==> src/rtl/bus_arb_pkg.sv <==
// Shared types and constants for the multi-host device bus arbiter.
// Index widths, the outstanding-slot record and the default memory map.
package bus_arb_pkg;

  localparam int unsigned NrHostsDef   = 2;
  localparam int unsigned NrDevicesDef = 3;

  // Index width for n entries; never narrower than one bit.
  function automatic int unsigned idx_w(int unsigned n);
    return (n > 1) ? $clog2(n) : 1;
  endfunction

  localparam int unsigned HostIdxW = idx_w(NrHostsDef);
  localparam int unsigned DevIdxW  = idx_w(NrDevicesDef);

  typedef struct packed {
    logic                valid;
    logic [HostIdxW-1:0] host_idx;
    logic [DevIdxW-1:0]  dev_idx;
    logic                unmapped;
  } outstanding_t;

  typedef enum int unsigned {
    DevRam     = 0,
    DevSimCtrl = 1,
    DevTimer   = 2
  } dev_e;

  localparam logic [31:0] RamBase     = 32'h0010_0000;
  localparam logic [31:0] RamMask     = 32'hFFF0_0000;
  localparam logic [31:0] SimCtrlBase = 32'h0002_0000;
  localparam logic [31:0] SimCtrlMask = 32'hFFFF_FC00;
  localparam logic [31:0] TimerBase   = 32'h0003_0000;
  localparam logic [31:0] TimerMask   = 32'hFFFF_FC00;

endpackage

==> src/rtl/rr_arb_pick.sv <==
// Round-robin pick: first requester at or after the pointer.
// Purely combinational; the caller owns the pointer register.
module rr_arb_pick #(
  parameter int unsigned N = 2,
  parameter int unsigned W = 1
) (
  input  logic [N-1:0] req_i,
  input  logic [W-1:0] ptr_i,
  output logic [N-1:0] gnt_o,
  output logic [W-1:0] idx_o,
  output logic         any_o
);

  // Walk N slots from the pointer, wrapping, and take the first hit.
  always_comb begin
    int unsigned c;
    gnt_o = '0;
    idx_o = '0;
    any_o = 1'b0;
    c     = 0;
    for (int unsigned i = 0; i < N; i++) begin
      c = (32'(ptr_i) + i) % N;
      if (!any_o && req_i[c]) begin
        any_o    = 1'b1;
        idx_o    = W'(c);
        gnt_o[c] = 1'b1;
      end
    end
  end

endmodule

==> src/rtl/bus_host_arbiter.sv <==
// Multi-host front end for the device bus: round-robin grant,
// base/mask decode, single outstanding slot and response routing.
module bus_host_arbiter
  import bus_arb_pkg::*;
#(
  parameter int unsigned NrHosts      = NrHostsDef,
  parameter int unsigned NrDevices    = NrDevicesDef,
  parameter int unsigned DataWidth    = 32,
  parameter int unsigned AddressWidth = 32
) (
  input  logic                                   clk_i,
  input  logic                                   rst_i,
  input  logic [NrHosts-1:0]                     host_req_i,
  output logic [NrHosts-1:0]                     host_gnt_o,
  input  logic [NrHosts-1:0][AddressWidth-1:0]   host_addr_i,
  input  logic [NrHosts-1:0]                     host_we_i,
  input  logic [NrHosts-1:0][DataWidth/8-1:0]    host_be_i,
  input  logic [NrHosts-1:0][DataWidth-1:0]      host_wdata_i,
  output logic [NrHosts-1:0]                     host_rvalid_o,
  output logic [NrHosts-1:0][DataWidth-1:0]      host_rdata_o,
  output logic [NrHosts-1:0]                     host_err_o,
  output logic [NrDevices-1:0]                   device_req_o,
  output logic [NrDevices-1:0][AddressWidth-1:0] device_addr_o,
  output logic [NrDevices-1:0]                   device_we_o,
  output logic [NrDevices-1:0][DataWidth/8-1:0]  device_be_o,
  output logic [NrDevices-1:0][DataWidth-1:0]    device_wdata_o,
  input  logic [NrDevices-1:0]                   device_rvalid_i,
  input  logic [NrDevices-1:0][DataWidth-1:0]    device_rdata_i,
  input  logic [NrDevices-1:0]                   device_err_i,
  input  logic [NrDevices-1:0][AddressWidth-1:0] cfg_device_addr_base,
  input  logic [NrDevices-1:0][AddressWidth-1:0] cfg_device_addr_mask
);

  // The slot record is sized by the package; larger configs need a wider one.
  if (idx_w(NrHosts) > HostIdxW || idx_w(NrDevices) > DevIdxW) begin : g_cfg_chk
    $error("bus_host_arbiter: slot index fields too narrow");
  end

  outstanding_t          slot_q;
  logic [HostIdxW-1:0]   rr_ptr_q;
  logic [NrHosts-1:0]    pick_gnt;
  logic [HostIdxW-1:0]   win_idx;
  logic                  win_any;
  logic                  slot_done;
  logic                  can_grant;
  logic                  dev_hit;
  logic [DevIdxW-1:0]    dev_sel;
  logic [AddressWidth-1:0] win_addr;
  logic [NrDevices-1:0]  expect_rsp;

  // A response retires the slot; unmapped slots retire on their own.
  assign slot_done = slot_q.valid &
                     (slot_q.unmapped | device_rvalid_i[slot_q.dev_idx]);

  // Reset gates grants so every output reads 0 while rst_i is high.
  assign can_grant = ~rst_i & (~slot_q.valid | slot_done);

  rr_arb_pick #(
    .N (NrHosts),
    .W (HostIdxW)
  ) u_pick (
    .req_i (host_req_i & {NrHosts{can_grant}}),
    .ptr_i (rr_ptr_q),
    .gnt_o (pick_gnt),
    .idx_o (win_idx),
    .any_o (win_any)
  );

  assign host_gnt_o = pick_gnt;
  assign win_addr   = host_addr_i[win_idx];

  // Address decode of the winner; descending scan leaves lowest hit.
  always_comb begin
    dev_hit = 1'b0;
    dev_sel = '0;
    for (int d = NrDevices - 1; d >= 0; d--) begin
      if ((win_addr & cfg_device_addr_mask[d]) == cfg_device_addr_base[d]) begin
        dev_hit = 1'b1;
        dev_sel = DevIdxW'(d);
      end
    end
  end

  // Forward the winner to its device only; idle devices see zeros.
  always_comb begin
    device_req_o   = '0;
    device_addr_o  = '0;
    device_we_o    = '0;
    device_be_o    = '0;
    device_wdata_o = '0;
    if (win_any && dev_hit) begin
      device_req_o[dev_sel]   = 1'b1;
      device_addr_o[dev_sel]  = win_addr;
      device_we_o[dev_sel]    = host_we_i[win_idx];
      device_be_o[dev_sel]    = host_be_i[win_idx];
      device_wdata_o[dev_sel] = host_wdata_i[win_idx];
    end
  end

  // Route the completing response to the host that owns the slot.
  always_comb begin
    host_rvalid_o = '0;
    host_err_o    = '0;
    host_rdata_o  = '0;
    if (slot_done) begin
      host_rvalid_o[slot_q.host_idx] = 1'b1;
      host_err_o[slot_q.host_idx]    =
        slot_q.unmapped | device_err_i[slot_q.dev_idx];
      host_rdata_o[slot_q.host_idx]  =
        slot_q.unmapped ? '0 : device_rdata_i[slot_q.dev_idx];
    end
  end

  // Slot: load on grant, clear once the response has been delivered.
  always_ff @(posedge clk_i or posedge rst_i) begin
    if (rst_i) begin
      slot_q <= '0;
    end else if (win_any) begin
      slot_q.valid    <= 1'b1;
      slot_q.host_idx <= win_idx;
      slot_q.dev_idx  <= dev_hit ? dev_sel : '0;
      slot_q.unmapped <= ~dev_hit;
    end else if (slot_done) begin
      slot_q <= '0;
    end
  end

  // Pointer moves past the winner on each grant, and only then.
  always_ff @(posedge clk_i or posedge rst_i) begin
    if (rst_i) begin
      rr_ptr_q <= '0;
    end else if (win_any) begin
      rr_ptr_q <= (win_idx == HostIdxW'(NrHosts - 1)) ? '0 : win_idx + 1'b1;
    end
  end

  // Which device, if any, is currently allowed to respond.
  always_comb begin
    expect_rsp = '0;
    if (slot_q.valid && !slot_q.unmapped) expect_rsp[slot_q.dev_idx] = 1'b1;
  end

  a_no_stray_rsp : assert property (
    @(posedge clk_i) disable iff (rst_i)
    (device_rvalid_i & ~expect_rsp) == '0
  ) else $warning("bus_host_arbiter: stray device response dropped");

endmodule

==> config.mk <==
export PLATFORM = sky130hd
export DESIGN_NAME = bus_host_arbiter
export DESIGN_NICKNAME = d
export VERILOG_FILES = /design/src/rtl/bus_arb_pkg.sv /design/src/rtl/rr_arb_pick.sv /design/src/rtl/bus_host_arbiter.sv
export SDC_FILE = /design/constraint.sdc
export NUM_CORES = 1
export LEC_CHECK = 0
export CAP_MARGIN = 25
export CORE_AREA = 4 4 273 275
export CTS_BUF_LIST = sky130_fd_sc_hd__clkbuf_8
export DETAILED_ROUTE_END_ITERATION = 6
export DIE_AREA = 0 0 277 279
export PLACE_DENSITY_LB_ADDON = 0.15
export SYNTH_ARGS = -nofsm -noshare
export SYNTH_HDL_FRONTEND = slang
export SYNTH_SLANG_ARGS = --single-unit
==> constraint.sdc <==
create_clock -name clk_i -period 4.66 [get_ports clk_i]
set_input_delay 0.466 -clock clk_i [delete_from_list [all_inputs] [get_ports clk_i]]
set_output_delay 0.466 -clock clk_i [all_outputs]
set_load 0.05 [all_outputs]
After elaboration in Yosys (flattened, before gate mapping)
Cells that the tools add are included.
{"block": "op_classes", "bitwise_logic": 19, "addsub": 2, "n_eq_ne": 3, "reduce_logical": 8, "mux": 57, "n_lt_le_gt_ge": 10}
{"operator": "$mux 32", "count": 8}
{"operator": "$and 96x96->96", "count": 2}
{"operator": "$mux 96", "count": 2}
{"operator": "$and 32x32->32", "count": 3}
{"operator": "$eq 32x32->1", "count": 3}
{"operator": "$and 64x64->64", "count": 1}
{"operator": "$bmux 32 s2", "count": 1}
{"operator": "$demux 32 s2", "count": 1}
{"operator": "$mux 64", "count": 1}
{"operator": "$demux 32 s1", "count": 1}
{"operator": "$mux 1", "count": 20}
{"operator": "$mux 2", "count": 8}
{"operator": "$and 12x12->12", "count": 1}
{"operator": "$mux 12", "count": 1}
{"operator": "$mux 4", "count": 3}
{"operator": "$mux 5", "count": 2}
{"operator": "$demux 4 s2", "count": 1}
{"operator": "$lt 1x2->1 const B", "count": 4}
{"operator": "$logic_and 1x1->1", "count": 6}
{"operator": "$lt 2x3->1 const B", "count": 2}
{"operator": "$mux 3", "count": 2}
{"operator": "$and 2x2->2", "count": 2}
{"operator": "$bmux 1 s2", "count": 2}
{"operator": "$and 3x3->3", "count": 1}
{"operator": "11 further kinds", "count": 21}
{"block": "totals", "reg_bits": 6, "inputBits": 436, "output_inout_bits": 280}

Logic depth before layout (Yosys ltp)
{"block": "logic_depth", "ltp_word": 26, "depth_mapped": 15, "depth_no_buf": 10}

By module
Synthesis repeated with hierarchy kept, for this count alone.
{"block": "hier_totals", "cells_unflattened": 889, "area_unflattened_um2": 6005.8}
{"mod": "bus_host_arbiter", "area_per_inst_um2": 5973.2, "cells_per_inst": 884, "instances": 1}
{"mod": "rr_arb_pick", "area_per_inst_um2": 32.5, "cells_per_inst": 5, "instances": 1}

Least setup slack after synthesis
No wires, ideal clock.
{"block": "synth_timing", "kind": "reg-to-output", "start": "register slot_q[2] (netlist name)", "end": "output device_wdata_o[67] (netlist name)", "path_slack_ps": 212, "stages_incl_launch_ff": 15, "n_path_buf": 4, "required_time_ps": 4194, "arrival_ps": 3982, "path_cell_list": "dfrtp_1 -> buf_4 -> mux2i_2 -> o2111ai_4 -> nand2_4 -> inv_2 -> buf_6 -> buf_6 -> mux2i_1 -> o21bai_1 -> a2111o_1 -> nor4_4 -> nand4_4 -> buf_6 -> nor3_1"}
{"item": "from (decl)", "line_no": "bus_host_arbiter.sv:39", "text": "outstanding_t slot_q;"}
{"item": "to (decl)", "line_no": "bus_host_arbiter.sv:26", "text": "output logic [NrDevices-1:0][DataWidth-1:0] device_wdata_o,"}

==> summary.md <==
| Metric | Value |
|---|---|
| Nets | 2226 |
| Pre-antenna DRT Iters | 7 |
| Dpl cell area | 0.0175 sq mm |
| Cells on worst reg2reg path | 18 |
| Post-synth design cell area | 0.00615 sq mm |
| Die ar. | 0.0773 sq mm |
| Max Cap Viol | 0 |
| Largest net degree at the start of global routing | 40 |
| WL met3 | 5.32 mm |
| GR Util All Layers | 16.7% |
| Initial DRC count | 395 |
| Sequential power share | 4.2% |
| Setup_tns | 0 ns |
| Top cells by area, synth | mux2i_1 (14%), nor2_1 (13%), nor3_2 (11%), nand2_1 (7.1%), xor2_1 (6.4%) |
| Final setup vio count | 0 |
| Power Dens Cells | 86.1 mW/mm^2 |
| # fillers | 7874 |
| Max Root-Sink Buffers | 2 |
| Global route overflow | 0 |
| Clk pin slew, worst setup/hold paths | 0.04 ns |
| Reg-to-reg startpoint | slot_q[2] |
| Hold violation count in the final report | 0 |
| Worst path max stage delay | 0.56 ns |
| Avg Inst Size Synth | 6.36 sq um |
| Core Rows | 99 |
| CP Data Required Time | 4.19 ns |
| Biggest area consumer among synthesized cells | mux2i_1 |
| Reg2Reg Setup Slack | 0.93 ns |
| DIE WIDTH | 277 um |
| Layout cell share with drive strength beyond 1 | 29.3% |
| Synth warn | 0 |
| Failing checks | design-rule violations |
| Max rail drop VDD | 79.3 uV |
| Min Tclk post-route | 4.58 ns |
| First-pass GRT wire length | 92.5 mm |
| Initial core utilization | 8.50% |
| Vias | 10.6k |
| DPL Wire Length | 60.3 mm |
| WP data arrival | 4.11 ns |
| WS Path Type | input pin to output port |
| Number of global-route vias before repair | 11.3k |
| Gate Count Post-Synth | 967 |
| Root Driver | clkbuf_8 |
| Internal | 0.804 mW |
| Buffers plus inverters on the worst setup path | 3 |
| Fin crit share | 98.2% |
| Routed met2 length | 36.1 mm |
| Initial antenna violation count | 13 |
| Seq cells post-synth | 6 |
| CTS tree | yes |
| Min-Delay Path Class | flop to flop |
| CP Capture Type | output port |
| Max Transition Viols Final | 0 |
| # DRC | 5 |
| CP max stage cell | clkdlybuf4s50_1 |
| CP max FO | 39 |
| Top cell family by delay on the critical path | simple AND/OR/NAND/NOR gates |
| Worst-Margin Slew | 0.841 ns |
| Die Ht | 279 um |
| Clock power share | 5.1% |
| Top Ports | 716 |
| Avg WL per Cell | 24.9 um |
| Post-DRT Antenna Nets | 0 |
| Syn Nets | 1403 |
| Post-route cell area | 0.0186 sq mm |
| Top-area cell type share of the netlist area | 14.2% |
| GPL Wtd Cong | 0.935 |
| M1 WL | 26.1 mm |
| CTS buffer count | 3 |
| EDFF count, synth | 0 |
| Sequential fraction of the synthesis area | 2.44% |
| Status | finished with violations |
| Cell mode on critical path | buf_12 |
| Vias per inst | 3.84 |
| R2r endpoint | slot_q[0] |
| Startpoint types | input pin |
| Hold path cells | 1 |
| Crit path depth | 12 |
| P_sw | 0.796 mW |
| Max Freq | 0.219 GHz |
| Clock latency on the worst-skew pair | 0.22 ns |
| H-tree depth | 1 |
| Wirelength, routed | 68.6 mm |
| FFs w/ async S/R, synth | 100% |
| Highest layer used for signal routing | met5 |
| Top FF cell, synth | dfrtp_1 |
| Unrepaired setup endpoints after global routing | true |
| Leakage | 7.05 nW |
| Clk_skew | 0.00168 ns |
| Switching power as a share of total power | 49.7% |
| TritonCTS Sinks | 6 |
| Synth cell types | 67 |
| Port bufs | 715 |
| Logic pwr share | 90.7% |
| WHS Endpoint | rr_ptr_q |
| HP Start | rr_ptr_q |
| CP cell instances | clkdlybuf4s50_1, a21boi_0, a2111oi_1, nand4_1, nor4_1, mux2i_1, a2111o_1, or3_4, or2_4, buf_12, nor2_1, buf_12 |
| Most frequent cells in the layout | clkdlybuf4s50_1 (492), buf_12 (223), nor2_1 (196), buf_4 (139), nand2_1 (117) |
| Area of the core | 0.0723 sq mm |
| Slew headroom | 42.4% |
| Area Growth Syn to Fin | 202% |
| Commonest non-fill, non-tap cell in the layout | clkdlybuf4s50_1 |
Yosys cell counts (4+ instances only):
library cell and number:
and2_1 16, inv_1 24, mux2i_1 87, buf_4 14
o21bai_1 5, nor4_1 4, a21oi_1 12, buf_2 19
a21bo_2 6, a21boi_0 34, xor2_1 45, o21ai_0 64
xnor2_1 23, nand3b_1 9, a21o_1 5, a2111oi_0 8
buf_6 6, nand4_1 12, nor3_2 65, nand3_1 26
nor2_1 209, a31oi_1 9, nand2_1 117, and3_1 11
and3b_1 12, dfrtp_1 6, or3_1 9, clkbuf_1 24
a22oi_1 4, nor2b_1 8, nand2b_1 7, nor3_1 16
area by class of cell:
cell class / count / area, sq um / area share [%]
well taps: 959 / 1200 / 6.46
clock inverters: 1 / 3.75 / 0.0202
inverters: 26 / 103 / 0.552
repair buffers: 884 / 10900 / 58.5
diodes: 5 / 12.5 / 0.0673
multi-input cells: 869 / 6190 / 33.3
flip-flops and latches: 6 / 151 / 0.815
clock buffers: 3 / 41.3 / 0.222
worst reg2reg max path, stage by stage, from the launching register on:
cell       delay (ns)
dfrtp_2          0.44
mux2i_4          0.29
buf_6            0.13
o2111ai_4        0.13
nand2_4          0.13
clkinv_4         0.07
buf_12           0.13
buf_6            0.11
mux2i_4          0.22
buf_6            0.16
nand3b_1         0.14
a2111o_1         0.41
nor4_4           0.33
buf_4            0.18
nand4_4          0.09
buf_12           0.18
buf_12           0.15
buf_4            0.15
a22o_1           0.17
per-layer routing:
metal	up-vias	track usage, %
met2	495	31.9
li1	5042	-
met5	-	0
met1	4975	18.6
met3	44	5.06
met4	8	2.40
per-stage QoR:
stage                     hold slack, ns  power, mW  utilization [%]  setup WS, ns  instances
after floorplan                    0.270      0.579                -         0.212        967
after global placement             0.471       1.43             24.2        -0.604       2719
after detailed placement           0.471       1.43             24.2        -0.596       2719
after CTS                          0.476       1.59             25.1     0.0000546       2742
after global routing               0.488       1.71             25.7       -0.0208       2750
final                              0.479       1.60             25.7        0.0843       2753
state kept, by name (all words and copies together) (netlist names):
name	count
rr_ptr_q	1
slot_q	5
how the worst max path moves through the flow:
stage / start / end / slack (ns)
2_1_floorplan: slot_q[2] / device_wdata_o[67] / 0.21
3_3_place_gp: device_rvalid_i[0] / device_wdata_o[39] / -0.60
3_5_place_dp: host_req_i[0] / device_wdata_o[39] / -0.60
4_1_cts: slot_q[2] / device_addr_o[73] / 0.00005
5_1_grt: slot_q[2] / device_wdata_o[94] / -0.02
6_report: host_addr_i[37] / device_wdata_o[19] / 0.08
logic make-up (layout without fill, tap and decap cells):
| group | count (synthesis) | after routing | synth area share, % |
|---|---|---|---|
| other cells | 0 | 5 | 0 |
| xor+xnor | 68 | 68 | 9.68 |
| buf+inv | 92 | 914 | 7.67 |
| flops | 6 | 6 | 2.44 |
| mux | 89 | 89 | 14.6 |
| simple gates | 536 | 536 | 46.2 |
| compound gates | 176 | 176 | 19.4 |
timing repair:
action / 4_1_cts / 5_1_grt
setup endpoints to repair: 210 / 195
gates cloned: 4 / 1
buffers inserted: 15 / 6
gates resized for setup: 97 / 81
pin swaps: 14 / 18
hold buffers: 0 / 0
power by group through the flow:
stage	logic, mW	registers (mW)	clock network, mW
after floorplan	0.515	0.0635	0
after global placement	1.36	0.0675	0
after detailed placement	1.36	0.0675	0
after CTS	1.44	0.0668	0.0858
after global routing	1.55	0.0676	0.0917
final	1.45	0.0669	0.0817
Note: power is estimated with default switching activity, not from simulation.
